[src/rtl/d_ext_pipe.sv]
// Registered operand extender: immediate and load-data sign/zero extension
// feeding a 2-entry valid/ready skid buffer with flush.
module d_ext_pipe #(
  parameter int DATA_W = 32,
  parameter int IMM_W  = 16,
  parameter int OFF_W  = $clog2(DATA_W/8)
) (
  input  logic              clk,
  input  logic              reset,
  input  logic              flush,
  input  logic              in_valid,
  output logic              in_ready,
  input  logic [2:0]        ext_op,
  input  logic [IMM_W-1:0]  imm,
  input  logic [DATA_W-1:0] data,
  input  logic [OFF_W-1:0]  offset,
  output logic              out_valid,
  input  logic              out_ready,
  output logic [DATA_W-1:0] out_data,
  output logic              out_err
);

  localparam logic [2:0] OP_ZERO = 3'd0;
  localparam logic [2:0] OP_SIGN = 3'd1;
  localparam logic [2:0] OP_LUI  = 3'd2;
  localparam logic [2:0] OP_LB   = 3'd3;
  localparam logic [2:0] OP_LBU  = 3'd4;
  localparam logic [2:0] OP_LH   = 3'd5;
  localparam logic [2:0] OP_LHU  = 3'd6;
  localparam logic [2:0] OP_PASS = 3'd7;

  logic [7:0]        byte_lane;
  logic [15:0]       half_lane;
  logic [DATA_W-1:0] ext_data;
  logic              ext_err;

  assign byte_lane = data[{offset, 3'b000} +: 8];
  assign half_lane = data[{offset[OFF_W-1:1], 4'b0000} +: 16];

  always_comb begin
    ext_data = '0;
    ext_err  = 1'b0;
    case (ext_op)
      OP_ZERO: ext_data = {{(DATA_W-IMM_W){1'b0}}, imm};
      OP_SIGN: ext_data = {{(DATA_W-IMM_W){imm[IMM_W-1]}}, imm};
      OP_LUI:  ext_data = {imm, {(DATA_W-IMM_W){1'b0}}};
      OP_LB:   ext_data = {{(DATA_W-8){byte_lane[7]}}, byte_lane};
      OP_LBU:  ext_data = {{(DATA_W-8){1'b0}}, byte_lane};
      OP_LH, OP_LHU: begin
        // A misaligned half returns zero data and raises the error flag.
        if (offset[0]) begin
          ext_err = 1'b1;
        end else begin
          ext_data = {{(DATA_W-16){(ext_op == OP_LH) & half_lane[15]}}, half_lane};
        end
      end
      OP_PASS: ext_data = data;
      default: ext_data = '0;
    endcase
  end

  // Handshake: a transfer happens on a rising edge where valid and ready are
  // both high; ready never depends on the opposite side's valid/ready, and a
  // producer holds its payload stable while valid is high and ready is low.
  logic [1:0]        count;
  logic              rd_ptr;
  logic              wr_ptr;
  logic [DATA_W-1:0] ent_data [2];
  logic              ent_err  [2];
  logic              push;
  logic              pop;

  assign in_ready  = (count != 2'd2);
  assign out_valid = (count != 2'd0);
  assign out_data  = ent_data[rd_ptr];
  assign out_err   = ent_err[rd_ptr];
  assign push      = in_valid & in_ready & ~flush;
  assign pop       = out_valid & out_ready;

  always_ff @(posedge clk) begin
    if (reset) begin
      count       <= 2'd0;
      rd_ptr      <= 1'b0;
      wr_ptr      <= 1'b0;
      ent_data[0] <= '0;
      ent_data[1] <= '0;
      ent_err[0]  <= 1'b0;
      ent_err[1]  <= 1'b0;
    end else if (flush) begin
      count  <= 2'd0;
      rd_ptr <= 1'b0;
      wr_ptr <= 1'b0;
    end else begin
      if (push) begin
        ent_data[wr_ptr] <= ext_data;
        ent_err[wr_ptr]  <= ext_err;
        wr_ptr           <= ~wr_ptr;
      end
      if (pop) begin
        rd_ptr <= ~rd_ptr;
      end
      case ({push, pop})
        2'b10:   count <= count + 2'd1;
        2'b01:   count <= count - 2'd1;
        default: count <= count;
      endcase
    end
  end

endmodule

[config.mk]
export PLATFORM = sky130hd
export DESIGN_NAME = d_ext_pipe
export DESIGN_NICKNAME = d
export VERILOG_FILES = /design/src/rtl/d_ext_pipe.sv
export SDC_FILE = /design/constraint.sdc
export NUM_CORES = 1
export LEC_CHECK = 0
export ABC_AREA = 1
export BUFFER_PORTS_ARGS = -buffer_cell sky130_fd_sc_hd__buf_2
export CAP_MARGIN = 0
export CORE_AREA = 2 2 132 121
export CTS_CLUSTER_DIAMETER = 40
export CTS_CLUSTER_SIZE = 28
export DETAILED_ROUTE_END_ITERATION = 6
export DIE_AREA = 0 0 134 123
export GPL_TIMING_DRIVEN = 0
export HOLD_SLACK_MARGIN = 0.05
export PLACE_DENSITY = 0.57
export SYNTH_ARGS = -nofsm -noshare
export SYNTH_HDL_FRONTEND = slang
export SYNTH_SLANG_ARGS = --single-unit
[constraint.sdc]
create_clock -name clk -period 3 [get_ports clk]
set_input_delay 0.45 -clock clk [delete_from_list [all_inputs] [get_ports clk]]
set_output_delay 0.45 -clock clk [all_outputs]
set_load 0.01 [all_outputs]
Word level (Yosys, flattened, before mapping)
Memory sizes are Yosys's and may differ from the RTL's. A register that Yosys moved wholly into a read port is not among the register bits.
Index checks and enable logic that the tools add are counted.
{"block": "op_classes", "n_lt_le_gt_ge": 0, "mul": 0, "shifts": 2, "reduce_logical": 7, "eq_ne": 10, "n_bitwise": 7, "muxes": 21, "div": 0, "n_addsub": 2}
{"op": "32-bit one-hot mux with 7 select lines", "n": 1}
{"op": "32-bit 2-to-1 mux", "n": 2}
{"op": "32-bit OR reduction", "n": 1}
{"op": "32-bit by 6-bit variable part select with 16-bit output", "n": 1}
{"op": "32-bit by 6-bit variable part select with 8-bit output", "n": 1}
{"op": "1-bit 2-to-1 mux", "n": 17}
{"op": "3-bit equality test, second input constant", "n": 4}
{"op": "3-bit by 2-bit equality test with 1-bit output, second input constant", "n": 2}
{"op": "1-bit AND", "n": 4}
{"op": "2-bit one-hot mux with 2 select lines", "n": 1}
{"op": "2-bit nonzero test", "n": 2}
{"op": "2-bit OR reduction", "n": 2}
{"op": "3-bit by 1-bit equality test with 1-bit output, second input constant", "n": 1}
{"op": "3-bit logical NOT", "n": 1}
{"op": "1-bit NOT", "n": 3}
{"op": "2-bit by 1-bit adder with 2-bit output, second input constant", "n": 1}
{"op": "2-bit by 1-bit equality test with 1-bit output, second input constant", "n": 1}
{"op": "2-bit equality test, second input constant", "n": 1}
{"op": "2-bit inequality test, second input constant", "n": 1}
{"op": "2-bit by 1-bit subtractor with 2-bit output, second input constant", "n": 1}
{"op": "1-bit OR reduction", "n": 1}
{"block": "totals", "latch_bits": 0, "ramBits": 66, "regBits": 4, "output_inout_bits": 35, "memories": 2, "mem_bits_ro": 0}
{"name": "ent_data", "words": 2, "width": 32, "read_ports": 1, "rd_clocked_by_memory_dff": 1, "write_ports": 2, "line": "68", "source": "logic [DATA_W-1:0] ent_data [2];"}
{"name": "ent_err", "words": 2, "width": 1, "read_ports": 1, "rd_clocked_by_memory_dff": 1, "write_ports": 2, "line": "69", "source": "logic ent_err [2];"}

Longest topological paths before layout
{"block": "logic_depth", "ltp_word": 9, "ltp_mapped": 11, "depth_no_buf": 10}

Worst setup path after synthesis
Ideal clock, no wire load.
{"block": "synth_timing", "kind": "input to register", "startpoint": "in flush", "endpoint": "mem ent_data[1][0], enable pin", "path_buffers": 1, "required_ns": 2.610, "cell_stages": 6, "slack_ns": 0.679, "t_arrival_ns": 1.930, "path_cell_list": "nor2_1 -> inv_1 -> nor3_2 -> inv_1 -> buf_2 -> nand2_1"}
{"item": "from (decl)", "line": "10", "source": "input logic flush,"}
{"item": "to (decl)", "line": "68"}

==> metrics.txt <==
Post-Synth Simple-Gate Area=27.1%; HP Start=reset; area delta synth->final=23.3%; Synth Area in Compound Gates=3.98%; hpwl dp=9520 um; post-route minimum period=approximately 2.4 ns; core area=15100 um^2; Least-Margin Pin Slew=0.881 ns; Hold Path Cell Cnt=4; Post CTS Setup Buffer Count=0; cell count after synthesis=535; Syn Nets=594; Final setup viols=0; register area share after synthesis=about half; gr ovfl total=0; WL per Instance=15.0 um; total wire length=12600 um; CP arrival=2.40 ns; maxcap violations=0; largest family of logic cells by synthesized area=simple AND/OR/NAND/NOR gates; R2R cell count=7; pin count of the biggest net entering global routing=34; dominant synthesized flop cell=edfxtp_1; post_cts resized=0; Worst path slowest cell=nand2_2; initial antenna violation count=0; Ys Warns=0; CP Class=reg2reg; pwr dens=487 nW/um^2; vias in the first global route=3493; die width=between 100 and 150 um; Hold WC Path Type=in2reg; CTS max path bufs=2; most common cell in the netlist=nand2_1; VDD IR max=277 uV; Stages on worst setup path=7; WL met3=~970 um; CTS tree=yes; Root Buffer=clkbuf_16; post-synthesis async set-or-reset flop share=0%; final hold vios=0; Placed Cells incl. Taps=827; top routing layer in use=met4; post-synthesis register bit count=between 70 and 80; Max Clk Rate=around 410 MHz; post-synth top area cell=edfxtp_1; via count=3786; depth of the CTS H-tree=3; Die Area=16500 um^2; Synth top area share=46.3%; Initial Util=between 20% and 30%; routability cong.=just over 0.9; delay-heaviest family, CP=simple AND/OR/NAND/NOR gates; leak pwr=2.76 nW; Worst Clk Skew=0.00394 ns; reg2reg setup slack=~0.56 ns; first-pass GRT wire length=19200 um; mux cell area share after synthesis=8.68%; layout net count=approximately 700; FF-to-FF Start=count[0]; residual DRC count=0; Post-DP Area=4990 um^2; Finished Cell Area=5280 um^2; Commonest cells post-synth=nand2_1, inv_1, nor2_1; Worst-path clk slew=0.06 ns; DRT antenna net count=0; Post-Synth Adder-Cell Area=0.292%; fin crit share=about four fifths; clk_lat worst skew=0.33 ns; status=finished, final reports clean; # fillers=roughly 1600; wl on met1=5970 um; # port buffers=90; ant diodes=0; DR pass1 iterations=5; multi-input logic area=1720 um^2; Buf+Inv Stages, Crit Path=3; io pins=93; slowest stage delay, CP=0.65 ns; Worst slew margin=41.1%; FP Rows=43; chip height=123 um; drt initial violations=281; FF/Latch Area=2080 um^2; number of flops mapped to enable cells by yosys=66; synthesized area per cell=~8 um^2; cts hold-fix bufs=0; worst slack at placement=0.158 ns; Slew Viols, Final=0; clock buffer count from CTS=9; CP startpoint kind=flop; CP Cell Sequence=inv_2, nand2_1, nand2_1, nor3_2, inv_1, buf_2, nand2_2; WP data required=2.96 ns; Detail Route met2 WL=~5500 um; GRT Total Usage=15.8%; Synth cell types=21; vias per cell=4.49; unrepaired setup endpoints after global routing=false; Synth Area in XOR/XNOR=0%; Most common cell on crit path=nand2_1; Worst Setup SP=count[0]; layout cells sized above 1=27.3%; CP Max Fanout=33; Mapped Area=4280 um^2; CP endpoint kind=flop; clk sink count=between 70 and 80; synth top area cells=edfxtp_1, nand2_1, mux2_2; fin cells=843; final worst slack=0.560 ns
-- flip-flops by register name, indices dropped and copies added (netlist names), named ones only --
signal / cells
ent_err: 2
wr_ptr: 1
rd_ptr: 1
count: 2
ent_data: 64
-- cell type report --
type,count,share of cell area [%]
Inverter,94,6.69
Tap cell,202,4.79
Clock inverter,7,1.21
Clock buffer,9,4.27
Sequential cell,71,39.5
Timing Repair Buffer,90,8.53
Multi-Input combinational cell,346,32.6
Buffer,24,2.51
-- path summary, 6_finish.rpt --
path	endpoint
min	count[0]
max reg2reg	ent_data[1][22]
max	ent_data[1][22]
min reg2reg	rd_ptr
-- tightest hold or removal path, cell delays in order --
cell and delay (ns):
buf_2 0.09, nor2_1 0.07, o21ai_0 0.08, a21oi_1 0.04
-- per-layer routing --
layer,track usage [%],up-vias
met4,5.65,0
met3,2.95,13
li1,-,1902
met1,22.9,1726
met5,0,-
met2,23.5,145
-- per-stage QoR --
step | utilization [%] | hold WS (ns) | power [mW] | setup TNS (ns)
global route | 34.9 | 0.469 | 2.67 | 0
finish | 34.9 | 0.437 | 2.57 | 0
floorplan | - | 0.425 | 1.38 | 0
CTS | 34.9 | 0.434 | 2.59 | 0
global placement | 33.0 | 0.434 | 1.54 | -9.22
detailed placement | 33.0 | 0.438 | 1.54 | 0
-- report_power, final --
part | internal (mW) | leakage (nW) | switching (mW)
registers | 1.13 | 0.725 | 0.0102
logic | 0.133 | 1.90 | 0.247
clock network | 0.636 | 0.139 | 0.412
-- layout by cell type (no fill, tap or decap) --
master      count
dfxtp_1         5
nand2_1       134
nand2_2         5
clkinvlp_4      2
nor2_4          2
mux2_2         33
clkbuf_1        1
nor2_1         80
a21oi_1         6
o21ai_0        28
nand4_1         9
clkinv_2        3
inv_2           5
inv_1          89
edfxtp_1       66
ha_1            1
clkbuf_16       9
nor3_2          1
buf_6           1
buf_4           3
nor3_1          2
nand3_1        44
clkinv_1        1
buf_2         109
bufinv_16       1
nand3_2         1
-- logic make-up (layout without fill, tap and decap cells) --
| logic type | Yosys count | after routing |
|---|---|---|
| AO/OA/AOI/OAI | 34 | 34 |
| multiplexers | 33 | 33 |
| buffers and inverters | 118 | 224 |
| flip-flops | 71 | 71 |
| adder cells (fa/ha/maj) | 1 | 1 |
| AND/OR/NAND/NOR | 278 | 278 |
(Power assumes the default switching activity.)
